===== src/rtl/reg_wb_ctrl_pkg.sv =====
// reg_wb_pkg: shared widths and the writeback request type for the register-file write controller
package reg_wb_pkg;
  localparam int REG_AW = 5;
  localparam int DATA_W = 32;
  localparam int NUM_REGS = 32;
  typedef struct packed {
    logic [REG_AW-1:0] addr;
    logic [DATA_W-1:0] data;
  } wb_req_t;
endpackage


===== src/rtl/reg_wb_ctrl_if.sv =====
// reg_wb_ctrl_if: ALU/memory writeback requests, pending marks and register-file write port
interface reg_wb_ctrl_if
  import reg_wb_pkg::*;
#(
  parameter int DEPTH = 4
);
  logic                         alu_valid;
  logic [REG_AW-1:0]            alu_addr;
  logic [DATA_W-1:0]            alu_data;
  logic                         alu_ack;
  logic                         alu_stall;
  logic                         mem_valid;
  logic                         mem_ready;
  logic [REG_AW-1:0]            mem_addr;
  logic [DATA_W-1:0]            mem_data;
  logic                         pend_set;
  logic [REG_AW-1:0]            pend_addr;
  logic [REG_AW-1:0]            wAddr;
  logic [DATA_W-1:0]            wDin;
  logic                         wEna;
  logic [NUM_REGS-1:0]          busy_mask;
  logic [$clog2(DEPTH+1)-1:0]   fifo_cnt;
  modport master (
    output alu_valid, alu_addr, alu_data, mem_valid, mem_addr, mem_data, pend_set, pend_addr,
    input  alu_ack, alu_stall, mem_ready, wAddr, wDin, wEna, busy_mask, fifo_cnt
  );
  modport slave (
    input  alu_valid, alu_addr, alu_data, mem_valid, mem_addr, mem_data, pend_set, pend_addr,
    output alu_ack, alu_stall, mem_ready, wAddr, wDin, wEna, busy_mask, fifo_cnt
  );
endinterface


===== src/rtl/reg_wb_ctrl_fifo.sv =====
// wb_fifo: synchronous FIFO of writeback requests; pointers wrap naturally, count kept separately
module wb_fifo
  import reg_wb_pkg::*;
#(
  parameter int DEPTH = 4
) (
  input  logic                       clk,
  input  logic                       rst_n,
  input  logic                       push_i,
  input  wb_req_t                    din_i,
  input  logic                       pop_i,
  output wb_req_t                    dout_o,
  output logic                       full_o,
  output logic                       empty_o,
  output logic [$clog2(DEPTH+1)-1:0] count_o
);
  localparam int AW = $clog2(DEPTH);
  localparam int CW = $clog2(DEPTH+1);
  wb_req_t mem_q [DEPTH];
  logic [AW-1:0] wp_q, rp_q;
  logic [CW-1:0] cnt_q;
  logic do_push, do_pop;
  assign full_o = cnt_q == CW'(DEPTH);
  assign empty_o = cnt_q == '0;
  assign count_o = cnt_q;
  assign dout_o = mem_q[rp_q];
  assign do_push = push_i & ~full_o;
  assign do_pop = pop_i & ~empty_o;
  // storage needs no reset: the pointers and count define what is valid
  always_ff @(posedge clk) begin
    if (do_push) mem_q[wp_q] <= din_i;
  end
  always_ff @(posedge clk or negedge rst_n) begin
    if (!rst_n) begin
      wp_q <= '0;
      rp_q <= '0;
      cnt_q <= '0;
    end else begin
      wp_q <= wp_q + AW'(do_push);
      rp_q <= rp_q + AW'(do_pop);
      cnt_q <= cnt_q + CW'(do_push) - CW'(do_pop);
    end
  end
endmodule


===== src/rtl/reg_wb_ctrl.sv =====
// reg_wb_ctrl: merges ALU and buffered memory-path writebacks onto the single register-file write port
module reg_wb_ctrl
  import reg_wb_pkg::*;
#(
  parameter int DEPTH = 4,
  parameter int STARVE_MAX = 3
) (
  input logic         clk,
  input logic         rst_n,
  reg_wb_ctrl_if.slave bus
);
  localparam int SW = $clog2(STARVE_MAX+1);
  wb_req_t head, win, push_req;
  logic empty, full, pop, win_v;
  logic [SW-1:0] starve_q, starve_d;
  logic [NUM_REGS-1:0] busy_q, busy_d, set_m, clr_m;
  logic [REG_AW-1:0] w_addr_q;
  logic [DATA_W-1:0] w_din_q;
  logic w_ena_q;
  assign push_req = {bus.mem_addr, bus.mem_data};
  wb_fifo #(.DEPTH(DEPTH)) u_fifo (
    .clk(clk),
    .rst_n(rst_n),
    .push_i(bus.mem_valid),
    .din_i(push_req),
    .pop_i(pop),
    .dout_o(head),
    .full_o(full),
    .empty_o(empty),
    .count_o(bus.fifo_cnt)
  );
  assign bus.alu_stall = starve_q == SW'(STARVE_MAX);
  assign bus.alu_ack = bus.alu_valid & ~bus.alu_stall;
  assign bus.mem_ready = ~full;
  assign bus.wAddr = w_addr_q;
  assign bus.wDin = w_din_q;
  assign bus.wEna = w_ena_q;
  assign bus.busy_mask = busy_q;
  // a stall only arises with a non-empty FIFO, so the pop never underflows
  always_comb begin
    pop = ~empty & (bus.alu_stall | ~bus.alu_valid);
    win = pop ? head : {bus.alu_addr, bus.alu_data};
    win_v = pop | bus.alu_ack;
    starve_d = (empty | pop) ? '0 : starve_q + 1'b1;
    set_m = (bus.pend_set && bus.pend_addr != '0) ? NUM_REGS'(1) << bus.pend_addr : '0;
    clr_m = (pop && head.addr != '0) ? NUM_REGS'(1) << head.addr : '0;
    busy_d = (busy_q & ~clr_m) | set_m;
  end
  always_ff @(posedge clk or negedge rst_n) begin
    if (!rst_n) begin
      starve_q <= '0;
      busy_q <= '0;
      w_ena_q <= 1'b0;
      w_addr_q <= '0;
      w_din_q <= '0;
    end else begin
      starve_q <= starve_d;
      busy_q <= busy_d;
      w_ena_q <= win_v && win.addr != '0;
      if (win_v) begin
        w_addr_q <= win.addr;
        w_din_q <= win.data;
      end
    end
  end
endmodule


===== src/flat_wrapper.sv =====
// flat-port wrapper written by rule: the top's interface ports become plain ports
module reg_wb_ctrl_flat import reg_wb_pkg::*;
#(
  parameter int DEPTH = 4,
  parameter int STARVE_MAX = 3
)
  (clk, rst_n, bus_alu_valid, bus_alu_addr, bus_alu_data, bus_mem_valid, bus_mem_addr, bus_mem_data, bus_pend_set, bus_pend_addr, bus_alu_ack, bus_alu_stall, bus_mem_ready, bus_wAddr, bus_wDin, bus_wEna, bus_busy_mask, bus_fifo_cnt);
  reg_wb_ctrl_if #(.DEPTH(DEPTH)) bus_i ();
  input logic clk;
  input logic rst_n;
  input wire logic [$bits(bus_i.alu_valid)-1:0] bus_alu_valid;
  input wire logic [$bits(bus_i.alu_addr)-1:0] bus_alu_addr;
  input wire logic [$bits(bus_i.alu_data)-1:0] bus_alu_data;
  input wire logic [$bits(bus_i.mem_valid)-1:0] bus_mem_valid;
  input wire logic [$bits(bus_i.mem_addr)-1:0] bus_mem_addr;
  input wire logic [$bits(bus_i.mem_data)-1:0] bus_mem_data;
  input wire logic [$bits(bus_i.pend_set)-1:0] bus_pend_set;
  input wire logic [$bits(bus_i.pend_addr)-1:0] bus_pend_addr;
  output wire logic [$bits(bus_i.alu_ack)-1:0] bus_alu_ack;
  output wire logic [$bits(bus_i.alu_stall)-1:0] bus_alu_stall;
  output wire logic [$bits(bus_i.mem_ready)-1:0] bus_mem_ready;
  output wire logic [$bits(bus_i.wAddr)-1:0] bus_wAddr;
  output wire logic [$bits(bus_i.wDin)-1:0] bus_wDin;
  output wire logic [$bits(bus_i.wEna)-1:0] bus_wEna;
  output wire logic [$bits(bus_i.busy_mask)-1:0] bus_busy_mask;
  output wire logic [$bits(bus_i.fifo_cnt)-1:0] bus_fifo_cnt;
  assign bus_i.alu_valid = bus_alu_valid;
  assign bus_i.alu_addr = bus_alu_addr;
  assign bus_i.alu_data = bus_alu_data;
  assign bus_i.mem_valid = bus_mem_valid;
  assign bus_i.mem_addr = bus_mem_addr;
  assign bus_i.mem_data = bus_mem_data;
  assign bus_i.pend_set = bus_pend_set;
  assign bus_i.pend_addr = bus_pend_addr;
  assign bus_alu_ack = bus_i.alu_ack;
  assign bus_alu_stall = bus_i.alu_stall;
  assign bus_mem_ready = bus_i.mem_ready;
  assign bus_wAddr = bus_i.wAddr;
  assign bus_wDin = bus_i.wDin;
  assign bus_wEna = bus_i.wEna;
  assign bus_busy_mask = bus_i.busy_mask;
  assign bus_fifo_cnt = bus_i.fifo_cnt;
  reg_wb_ctrl #(.DEPTH(DEPTH), .STARVE_MAX(STARVE_MAX)) u_core (.clk(clk), .rst_n(rst_n), .bus(bus_i));
endmodule

===== config.mk =====
export PLATFORM = sky130hd
export DESIGN_NAME = reg_wb_ctrl_flat
export DESIGN_NICKNAME = d
export VERILOG_FILES = /design/src/rtl/reg_wb_ctrl_pkg.sv /design/src/rtl/reg_wb_ctrl_if.sv /design/src/rtl/reg_wb_ctrl_fifo.sv /design/src/rtl/reg_wb_ctrl.sv /design/src/flat_wrapper.sv
export SDC_FILE = /design/constraint.sdc
export NUM_CORES = 1
export LEC_CHECK = 0
export CAP_MARGIN = 25
export CORE_MARGIN = 3
export CORE_UTILIZATION = 52
export CTS_CLUSTER_DIAMETER = 50
export CTS_CLUSTER_SIZE = 16
export DETAILED_ROUTE_END_ITERATION = 6
export PLACE_DENSITY = 0.85
export SETUP_SLACK_MARGIN = 0.02
export SLEW_MARGIN = 0
export SYNTH_ARGS = -nofsm -noshare
export SYNTH_HDL_FRONTEND = slang
export SYNTH_SLANG_ARGS = --single-unit

===== constraint.sdc =====
create_clock -name clk -period 4.6 [get_ports clk]
set_input_delay 0.92 -clock clk [delete_from_list [all_inputs] [get_ports clk]]
set_output_delay 0.92 -clock clk [all_outputs]
set_load 0.03 [all_outputs]

=== After elaboration in Yosys (flattened, before gate mapping) ===
Memory sizes are Yosys's and may differ from the RTL's.
Cells that the tools add are included.

* Input port bits: 84
* RAM bits: 148
* Word-level logic and storage cells: 45
* Memories kept: 1
* Output and inout port bits: 76
* Flip-flop bits (word level): 79

{| class="wikitable"
|+ Memory list
! name !! depth !! bits a word !! read ports !! clocked after Yosys merged registers in !! wr ports !! RTL line !! source
|-
| u_core.u_fifo.mem_q || 4 || 37 || 1 || 0 || 1 || reg_wb_ctrl_fifo.sv:19 || <nowiki>wb_req_t mem_q [DEPTH];</nowiki>
|}

* Bitwise logic cells: 14
* Muxes and demuxes: 6
* $add $sub $neg: 5
* Shift operators: 2
* Reductions and logical operators: 7
* Equal/unequal tests: 2

{| class="wikitable"
|+ Operators with widths
! kind !! count
|-
| $mux 32 || 2
|-
| $shl 1x5->32 const A || 2
|-
| $mux 37 || 1
|-
| $and 32x32->32 || 1
|-
| $not 32->32 || 1
|-
| $or 32x32->32 || 1
|-
| $reduce_bool 5->1 || 3
|-
| $add 2x1->2 || 2
|-
| $and 1x1->1 || 4
|-
| $not 1->1 || 4
|-
| $add 3x1->3 || 1
|-
| $eq 3x3->1 const B || 1
|-
| $logic_and 1x1->1 || 3
|-
| $logic_not 3->1 || 1
|-
| $or 1x1->1 || 3
|-
| $sub 3x1->3 || 1
|-
| $add 2x1->2 const B || 1
|-
| $eq 2x2->1 const B || 1
|-
| $mux 1 || 2
|-
| $mux 2 || 1
|}

=== Longest topological paths before layout ===
Gate-level depths: netlist (run 1).

* Depth after elaboration: 8
* Depth in mapped cells: 9
* Mapped depth without buffers: 9

=== Cells and area by module ===
A second synthesis (run 1) with hierarchy kept.

* Cell total of the unflattened synthesis: 530
* Area total of the unflattened synthesis: 9009.9 um2

{| class="wikitable"
|+ By module, submodules not included
! module !! times used !! area an instance (um2) !! sequential area each (um2) !! cells each
|-
| wb_fifo || 1 || 5720.5 || 4619.4 || 224
|-
| reg_wb_ctrl || 1 || 3289.4 || 1801.7 || 306
|}

=== Least setup slack after synthesis (run 1) ===
No wires, ideal clock.

* Kind: reg2reg
* From: register u_core.u_fifo.cnt_q[1] (netlist: u_core.u_fifo.count_o[1])
* To: memory u_core.u_fifo.mem_q[1][0] (netlist bit) (enable)
* Required time: 4115 ps
* Arrival time: 3902 ps
* Library setup time: 485 ps
* Period minus slack after synthesis: 4387 ps
* Stages on the path, launching flop included: 5
* Slack: 213 ps
* Path buffers: 0
* Cell sequence: dfrtp_1 nor2_1 nand2_1 nand2_1 nor3b_1

* Cells in the longest elaborated chain, start to end: 5

{| class="wikitable"
|+ RTL lines
! item !! RTL line !! source
|-
| from (decl) || reg_wb_ctrl_fifo.sv:21 || <nowiki>logic [CW-1:0] cnt_q;</nowiki>
|-
| from (signal assigned) || reg_wb_ctrl_fifo.sv:41 || <nowiki>cnt_q <= cnt_q + CW'(do_push) - CW'(do_pop);</nowiki>
|-
| $eq 3x3->1 || reg_wb_ctrl_fifo.sv:23 || <nowiki>assign full_o = cnt_q == CW'(DEPTH);</nowiki>
|-
| $not 1->1 || - ||
|-
| named net bus_mem_ready || flat_wrapper.sv:21 || <nowiki>output wire logic [$bits(bus_i.mem_ready)-1:0] bus_mem_ready;</nowiki>
|-
| $and 1x1->1 || reg_wb_ctrl_fifo.sv:27 || <nowiki>assign do_push = push_i & ~full_o;</nowiki>
|-
| $mux 1 || reg_wb_ctrl_fifo.sv:31 || <nowiki>if (do_push) mem_q[wp_q] <= din_i;</nowiki>
|-
| $mux 1 (implied by the code) || reg_wb_ctrl_fifo.sv:31 ||
|-
| to (decl) || reg_wb_ctrl_fifo.sv:19 ||
|}

The timed path passes the listed nets, and every way through them passes these cells.

=== Final worst setup path (run 1) ===
* From: input port bus_alu_valid
* To: output port bus_alu_ack

* Cells in the longest elaborated chain, start to end: 1

{| class="wikitable"
|+ RTL lines
! item !! RTL line !! source
|-
| from (decl) || flat_wrapper.sv:11 || <nowiki>input wire logic [$bits(bus_i.alu_valid)-1:0] bus_alu_valid;</nowiki>
|-
| $and 1x1->1 || reg_wb_ctrl.sv:33 || <nowiki>assign bus.alu_ack = bus.alu_valid & ~bus.alu_stall;</nowiki>
|-
| to (decl) || flat_wrapper.sv:19 || <nowiki>output wire logic [$bits(bus_i.alu_ack)-1:0] bus_alu_ack;</nowiki>
|}

No other way between the ends.

==> results of run 1 <==
## power breakdown
| group | internal, mW | switching [mW] |
|---|---|---|
| sequential | 2.80 | 0.420 |
| combinational | 1.24 | 1.67 |
| clock | 0.927 | 0.755 |
## cells in the final DEF, fill, tap and decap left out, drive strengths merged, types with 10 or more instances in the layout
cell and n:
a31oi 37, dfrtp 79, clkbuf 28, o21ai 32, buf 10, nor2 46, nand2 143, edfxtp 148
mux4 37, clkdlybuf4s50 158
## cell type report
class,instances,share of cell area (%)
Clock buffer,28,4.86
Clock inverter,10,0.992
Inverter,3,0.0992
Multi-Input combinational cell,336,20.2
Sequential cell,227,56.6
Tap cell,220,2.43
Timing Repair Buffer,168,14.8
## cell families (layout without fill, tap and decap cells)
group                    count (synthesis)  after routing  synth area share [%]
AO/OA/AOI/OAI                           70             70                  4.58
XOR/XNOR                                 6              6                 0.595
buffers and inverters                   33            209                  1.57
flip-flops                             227            227                  72.7
multiplexers                            37             37                  9.44
AND/OR/NAND/NOR                        219            219                  10.4
adder cells (fa/ha/maj)                  4              4                 0.652
## worst max-delay path, stage by stage
cell and delay [ns]:
clkdlybuf4s50_1 0.48, nand2b_2 0.06, inv_1 0.20, clkdlybuf4s50_1 0.72
## flip-flops by register name, summed over array words and instances (netlist names)
signal and count:
u_core.u_fifo.rp_q 2, u_core.u_fifo.wp_q 2, u_core.bus.wEna 1, u_core.bus.wAddr 5, u_core.starve_q 2, u_core.u_fifo.mem_q 148
u_core.bus.busy_mask 32, u_core.bus.wDin 32, u_core.u_fifo.count_o 3
## final timing paths
kind | from | end | slack (ns) | cells after the start
min reg2reg | u_core.bus.busy_mask[0] | u_core.bus.busy_mask[0] | 0.39 | 0
min in group clk | u_core.bus.busy_mask[0] | u_core.bus.busy_mask[0] | 0.39 | 0
max | bus_alu_valid | bus_alu_ack | 1.30 | 4
max reg2reg | u_core.u_fifo.rp_q[0] | u_core.bus.busy_mask[22] | 1.91 | 4
min | rst_n | u_core.bus.wDin[31] | 0.35 | 1
max in group asynchronous | rst_n | u_core.u_fifo.rp_q[0] | 3.64 | 2
## per-stage QoR
stage                     util, %  setup slack (ns)  power (mW)  hold WS, ns
final                        68.4              1.30        7.81        0.354
after global routing         68.4              1.23        8.20        0.366
after CTS                    68.3              1.28        7.88        0.401
after detailed placement     64.2              1.29        6.16        0.386
after global placement       64.2              1.30        6.05        0.368
after floorplan                 -             0.213        4.94        0.419
## metal layers
metal	GRT usage, %	wire length, microns	vias to the layer above
met2	38.0	10500	236
met1	32.2	8600	2795
met3	5.11	1630	33
met4	5.60	347	4
met5	0	24	-
li1	-	-	2520
==> reports/summary.txt, run 1 <==
core area - 0.0166 sq mm
DIE AREA - 0.0186 sq mm
vias in the first global route - 5885
Hold Crit Class - input port to asynchronous set/reset pin
Max Root-Sink Buffers - 3
max cap viols - 0
Die X - 136 microns
Final HPWL DP - 13.3 mm
outcome - complete, no violations
post-CTS sizing - 0
TritonCTS clock tree - done
first-pass GRT wire length - 33.1 mm
Clock Sinks - 227
Critical Path End Type - output pin
pin count of the biggest net entering global routing - 80
htree depth - 1
Sum Neg Setup Slack - 0 ns
Overall Global Routing Usage - 23.2%
Top Ports - 160
Netlist cell types - 33
Slew HR - 32.5%
Worst Path Max Fanout - 7
Fill cells - 1113
final-report max-slew violation count - 0
layout net count - 845
setup repair bufs after CTS - 0
drt initial violations - 446
most frequent cell after synthesis - edfxtp_1
Reg area - 0.00642 sq mm
clock-pin slew on the worst setup and hold paths - 0.07 ns
top post-synthesis cells by area - edfxtp_1 50%, dfrtp_1 22%, mux4_2 9.4%
antenna cells - 0
Mapped Area - 0.00883 sq mm
Post-synth EDFFs - 148
Yosys top cell by area - edfxtp_1
Syn Nets - 684
area taken by multi-input logic gates - 0.00229 sq mm
row cnt - 47
Pwr per Cell Area - 688 mW/mm^2
most frequent cells after synthesis - 148 x edfxtp_1, 143 x nand2_1, 79 x dfrtp_1
Chip Height - 136 microns
placed cells - 953
Cell Count, Final, Fillers Out - 992
fin area - 0.0113 sq mm
Via density - 5.63
CP Launch Type - input port
post-layout min period - 3.30 ns
initial antenna violation count - 2
Final Hold Fails - 0
TritonCTS Buffers - 21
final setup violation count - 0
vias - 5588
sequential share of the synthesized area - 72.7%
Synth Flop Type - edfxtp_1
Synth top area share - 50.3%
IO buf count - 159
synth warn - 0
Seq cells post-synth - 227
Worst-Margin Slew - 1.01 ns
root buf cell - clkbuf_16
wire per inst - 21.3 microns
Peak VDD IR - 0.396 mV
unrepaired setup endpoints after global routing - false
clk_lat worst skew - 0.50 ns
RePlAce Congestion - 0.879
Synth Area per Inst - 14.8 sq um
leakage power total - 4.15 nW
share of layout cells above drive strength 1 - 11.5%
hold buffer count at CTS - 0
Tcrit/Tclk final - 71.8%
DRC - 0
worst path arrival time - 2.38 ns
maximum operating frequency - 0.303 GHz
Clock Skew - 0.0102 ns
WL final - 21.1 mm
Area after DPL - 0.0107 sq mm
Routed Antenna Nets - 0
area growth from synthesis to layout - 28.5%
asr flop ratio synth - 34.8%
global route overflow - 0
critical path class - input port to output pin
Synth Instances - 596
Initial Util - 53.2%
Worst EP required - 3.68 ns
Detailed Routing Iterations Pass 1 - 4
(Power assumes the default switching activity.)
==> run 2, diff against run 1 <==
==> constraint.sdc (replaced) <==
create_clock -name clk -period 3.1 [get_ports clk]
set_input_delay 0.62 -clock clk [delete_from_list [all_inputs] [get_ports clk]]
set_output_delay 0.62 -clock clk [all_outputs]
set_load 0.03 [all_outputs]
==> run 2 against run 1 <==
  * Final area rose by 0.86%
  * Hold slack worse by 0.19 ns
  * Core utilization is 0.59 points higher
  * Largest power group unchanged
  * Critical endpoint unchanged
  * Largest cell class unchanged
  * Sequential power grew 46%
  * Sequential cell count unchanged
  * Highest routed layer is now met4
  * Count of clock-buffer cells in the layout rose by 2
==> reports/summary.txt, run 2 (same netlist as run 1, synthesis figures left out) <==
first-pass GRT wire length - 31.6 mm (was 33.1 mm)
global route overflow - 0 (unchanged)
root buf cell - clkbuf_16 (unchanged)
most common cell after layout, fill and taps aside - clkdlybuf4s50_1 (unchanged)
GR Layer Usage met1 - 30.9% (was 32.2%)
pre-CTS setup slack - 0.411 ns (was 1.29 ns)
Top Ports - 160 (unchanged)
final setup violation count - 0 (unchanged)
hold buffer count at CTS - 0 (unchanged)
met2 usage - 36.4% (was 38.0%)
Biggest register - u_core.u_fifo.mem_q (unchanged)
Clock Sinks - 227 (unchanged)
DIE AREA - 0.0186 sq mm (unchanged)
outcome - complete, no violations (unchanged)
Peak VDD IR - 0.620 mV (was 0.396 mV)
final-report max-slew violation count - 0 (unchanged)
Cell Count, Final, Fillers Out - 999 (was 992)
critical path class - flip-flop to output pin (was input port to output pin)
leakage power total - 4.20 nW (was 4.15 nW)
Worst-Margin Slew - 0.769 ns (was 1.01 ns)
unrepaired setup endpoints after global routing - false (unchanged)
antenna cells - 0 (unchanged)
share of layout cells above drive strength 1 - 12.3% (was 11.5%)
slowest CP cell - clkdlybuf4s50_1 (unchanged)
gr busiest metal - met2 (unchanged)
Tcrit/Tclk final - 91.1%
layout net count - 852 (was 845)
worst path arrival time - 2.20 ns (was 2.38 ns)
post-layout min period - 2.82 ns
Hold Crit Class - input port to asynchronous set/reset pin (unchanged)
wire per inst - 20.4 microns (was 21.3 microns)
area growth from synthesis to layout - 29.6% (was 28.5%)
Die X - 136 microns (unchanged)
max FFs per register - 148 (unchanged)
htree depth - 1 (unchanged)
Worst Path Max Fanout - 7 (unchanged)
crit path cell chain - ha_1 > nand2b_2 > inv_1 > clkdlybuf4s50_1 (was clkdlybuf4s50_1 > nand2b_2 > inv_1 > clkdlybuf4s50_1)
drt initial violations - 390 (was 446)
Chip Height - 136 microns (unchanged)
Pwr per Cell Area - 1020 mW/mm^2 (was 688 mW/mm^2)
RePlAce Congestion - 0.882 (was 0.879)
Overall Global Routing Usage - 22.3% (was 23.2%)
post-CTS sizing - 0 (unchanged)
reg-to-reg slack, setup - 0.71 ns (was 1.91 ns)
Routed Antenna Nets - 0 (unchanged)
Final Hold Fails - 0 (unchanged)
GR met3 Demand/Resource - 4.96% (was 5.11%)
Final HPWL DP - 13.7 mm (was 13.3 mm)
Slew HR - 48.8% (was 32.5%)
Sum Neg Setup Slack - 0 ns (unchanged)
Worst Slack Setup Final - 0.276 ns (was 1.30 ns)
Hold WS - 0.168 ns (was 0.354 ns)
core area - 0.0166 sq mm (unchanged)
Initial Util - 53.2% (unchanged)
CP Launch Type - flip-flop (was input port)
max cap viols - 0 (unchanged)
final total power - 11.6 mW (was 7.81 mW)
critical path's largest stage delay - 0.71 ns (was 0.72 ns)
initial antenna violation count - 0 (was 2)
Max Root-Sink Buffers - 3 (unchanged)
placed cells - 960 (was 953)
setup repair bufs after CTS - 0 (unchanged)
pin count of the biggest net entering global routing - 77 (was 80)
WL final - 20.4 mm (was 21.1 mm)
TritonCTS Buffers - 21 (unchanged)
clock-pin slew on the worst setup and hold paths - 0.07 ns (about the same)
vias in the first global route - 5800 (was 5885)
vias - 5611 (was 5588)
Via density - 5.62 (was 5.63)
Worst EP required - 2.48 ns (was 3.68 ns)
TritonCTS clock tree - done (unchanged)
maximum operating frequency - 0.354 GHz
IO buf count - 159 (unchanged)
Detailed Routing Iterations Pass 1 - 5 (was 4)
clk_lat worst skew - 0.51 ns (was 0.50 ns)
Critical Path End Type - output pin (unchanged)
most frequent cells in the layout - 158 x clkdlybuf4s50_1, 148 x edfxtp_1, 143 x nand2_1 (unchanged)
DRC - 0 (unchanged)
Clock Skew - 0.0186 ns (was 0.0102 ns)
Fill cells - 1108 (was 1113)
row cnt - 47 (unchanged)
## run 2: cell count changes in the layout (fill, tap and decap cells not counted), sizes merged
cell | previous run | this run
buf | 10 | 17
clkbuf | 28 | 30
bufinv | 1 | 0
inv | 8 | 7
## run 2: worst paths after layout
| check | cells after the start | endpoint | startpoint |
|---|---|---|---|
| min reg2reg | 0 | u_core.bus.busy_mask[0] | u_core.bus.busy_mask[0] |
| max | 4 | bus_alu_ack | u_core.starve_q[0] |
| max reg2reg | 4 | u_core.bus.busy_mask[8] | u_core.u_fifo.rp_q[0] |
| min | 1 | u_core.bus.wDin[26] | rst_n |
| min in group clk | 0 | u_core.bus.busy_mask[0] | u_core.bus.busy_mask[0] |
| max in group asynchronous | 2 | u_core.bus.busy_mask[13] | rst_n |
## run 2: power breakdown
part / leakage (nW) / internal, mW / switching (mW) / total (mW)
logic: 1.60 / 1.93 / 2.55 / 4.48
clock network: 0.316 / 1.34 / 1.12 / 2.46
registers: 2.29 / 4.15 / 0.552 / 4.70
## run 2: metal layers
layer	routed length (microns)	vias to the layer above	part of all wire, %
li1	-	2529	-
met1	8600	2806	42
met2	9840	251	48
met3	1680	25	8.2
met4	289	0	1.4
met5	0	-	0
## run 2: worst max-delay path, delay by kind of cell (launching register included)
kind | cells | cell delay, ns
simple gates | 1 | 0.19
flops | 1 | 0.38
buf+inv | 2 | 0.89
fa+ha+maj | 1 | 0.24
## run 2: cell type report
cell class	instances	area, sq um	area share, %
Clock buffer	30	579	5.06
Clock inverter	8	75.1	0.656
Inverter	3	11.3	0.0984
Multi-Input combinational cell	336	2310	20.2
Sequential cell	227	6420	56.1
Tap cell	220	275	2.41
Timing Repair Buffer	175	1770	15.4
## run 2: metrics by stage
stage / utilization [%] / cell area [sq um]
floorplan: - / 8840
global placement: 65.0 / 10800
detailed placement: 65.0 / 10800
CTS: 68.9 / 11400
global route: 69.0 / 11400
finish: 69.0 / 11400
==> run 3, diff against run 2 <==
--- a/config.mk
+++ b/config.mk
@@ -12,6 +12,7 @@
 export CTS_CLUSTER_SIZE = 16
 export DETAILED_ROUTE_END_ITERATION = 6
 export PLACE_DENSITY = 0.85
+export RECOVER_POWER = 100
 export SETUP_SLACK_MARGIN = 0.02
 export SLEW_MARGIN = 0
 export SYNTH_ARGS = -nofsm -noshare
==> run 3 against run 2 <==
  * Non-clock buffer count unchanged
  * Hold slack better by 0.21 ns
  * Combinational power down 6.2%
  * Fmax down 1.4%
==> reports/summary.txt, run 3 (same netlist as run 1, synthesis figures left out) <==
outcome - complete, no violations (unchanged)
Top Ports - 160 (unchanged)
DRC - 0 (unchanged)
final-report max-slew violation count - 0 (unchanged)
Slew HR - 6.19% (was 48.8%)
TritonCTS clock tree - done (unchanged)
post-layout min period - 2.86 ns (was 2.82 ns)
Hold Crit Class - flip-flop to flip-flop (was input port to asynchronous set/reset pin)
Critical Path End Type - output pin (unchanged)
Routed Antenna Nets - 0 (unchanged)
Sum Neg Setup Slack - 0 ns (unchanged)
clock-pin slew on the worst setup and hold paths - 0.07 ns (about the same)
vias in the first global route - 5800 (unchanged)
max cap viols - 0 (unchanged)
Worst Slack Setup Final - 0.237 ns (was 0.276 ns)
post-CTS sizing - 0 (unchanged)
Biggest register - u_core.u_fifo.mem_q (unchanged)
setup repair bufs after CTS - 0 (unchanged)
layout net count - 852 (unchanged)
initial antenna violation count - 5 (was 0)
gr busiest metal - met2 (unchanged)
IO buf count - 159 (unchanged)
most common cell after layout, fill and taps aside - edfxtp_1 (was clkdlybuf4s50_1)
root buf cell - clkbuf_16 (unchanged)
area growth from synthesis to layout - 28.6% (was 29.6%)
final setup violation count - 0 (unchanged)
DIE AREA - 0.0186 sq mm (unchanged)
vias - 5598 (was 5611)
Tcrit/Tclk final - 92.4% (was 91.1%)
Max Root-Sink Buffers - 3 (unchanged)
TritonCTS Buffers - 21 (unchanged)
drt initial violations - 418 (was 390)
Hold WS - 0.380 ns (was 0.168 ns)
Worst EP required - 2.48 ns (about the same)
Overall Global Routing Usage - 22.3% (unchanged)
max FFs per register - 148 (unchanged)
GR Layer Usage met1 - 30.9% (unchanged)
Via density - 5.59 (was 5.62)
hold path cells - 0
maximum operating frequency - 0.349 GHz (was 0.354 GHz)
Final HPWL DP - 13.7 mm (unchanged)
Initial Util - 53.2% (unchanged)
pin count of the biggest net entering global routing - 77 (unchanged)
GR met3 Demand/Resource - 4.96% (unchanged)
Chip Height - 136 microns (unchanged)
critical path class - flip-flop to output pin (unchanged)
first-pass GRT wire length - 31.6 mm (unchanged)
hold buffer count at CTS - 0 (unchanged)
Peak VDD IR - 0.592 mV (was 0.620 mV)
RePlAce Congestion - 0.882 (unchanged)
CP Launch Type - flip-flop (unchanged)
unrepaired setup endpoints after global routing - false (unchanged)
clk_lat worst skew - 0.51 ns (about the same)
most frequent cells in the layout - 148 x edfxtp_1, 143 x nand2_1, 113 x dlygate4sd3_1 (was 158 x clkdlybuf4s50_1, 148 x edfxtp_1, 143 x nand2_1)
Pwr per Cell Area - 999 mW/mm^2 (was 1020 mW/mm^2)
Detailed Routing Iterations Pass 1 - 5 (unchanged)
core area - 0.0166 sq mm (unchanged)
share of layout cells above drive strength 1 - 11.2% (was 12.3%)
row cnt - 47 (unchanged)
Worst Path Max Fanout - 7 (unchanged)
wire per inst - 20.4 microns (about the same)
pre-CTS setup slack - 0.411 ns (unchanged)
worst path arrival time - 2.24 ns (was 2.20 ns)
fin area - 0.0114 sq mm (about the same)
Worst-Margin Slew - 1.40 ns (was 0.769 ns)
Area after DPL - 0.0108 sq mm (unchanged)
Final Hold Fails - 0 (unchanged)
met2 usage - 36.4% (unchanged)
Die X - 136 microns (unchanged)
leakage power total - 4.21 nW (was 4.20 nW)
R2R depth - 5 (was 4)
Clock Sinks - 227 (unchanged)
WL final - 20.4 mm (about the same)
global route overflow - 0 (unchanged)
Clock Skew - 0.0210 ns (was 0.0186 ns)
htree depth - 1 (unchanged)
-- run 3: per-layer routing --
metal / routed length [microns] / up-vias
met4: 315 / 4
met5: 27 / -
met1: 8580 / 2796
met2: 9920 / 234
li1: - / 2532
met3: 1550 / 32
-- run 3: area by class of cell --
class                   instances  area, sq um
flip-flops and latches        227         6420
multi-input cells             336         2280
diodes                          2         5.00
well taps                     220          275
clock inverters                 8         75.1
clock buffers                  30          579
fillers                      1126         5230
inverters                       3         11.3
repair buffers                175         1700
-- run 3: worst paths after layout --
path / slack, ns / endpoint / from
max: 0.24 / bus_alu_ack / u_core.starve_q[0]
min: 0.38 / u_core.bus.busy_mask[0] / u_core.bus.busy_mask[0]
max reg2reg: 0.27 / u_core.u_fifo.mem_q[1][6] / u_core.u_fifo.count_o[1]
min reg2reg: 0.38 / u_core.bus.busy_mask[0] / u_core.bus.busy_mask[0]
max in group asynchronous: 1.22 / u_core.bus.busy_mask[13] / rst_n
min in group asynchronous: 0.42 / u_core.bus.wDin[26] / rst_n
-- run 3: power breakdown --
part           total, mW  internal (mW)  switching [mW]
Sequential          4.68           4.16           0.523
Clock               2.45           1.34            1.12
Combinational       4.20           1.68            2.53
-- run 3: critical path: stages (launching register included) --
cell and delay (ns):
dfrtp_1 0.38, ha_1 0.23, nand2b_2 0.19, inv_1 0.17, dlygate4sd3_1 0.77
-- run 3: stage by stage --
stage | power [mW] | std cells | util (%)
floorplan | 7.33 | 596 | -
global placement | 9.08 | 960 | 65.0
detailed placement | 9.23 | 960 | 65.0
CTS | 11.7 | 998 | 68.9
global route | 11.9 | 1001 | 68.4
finish | 11.3 | 1001 | 68.4
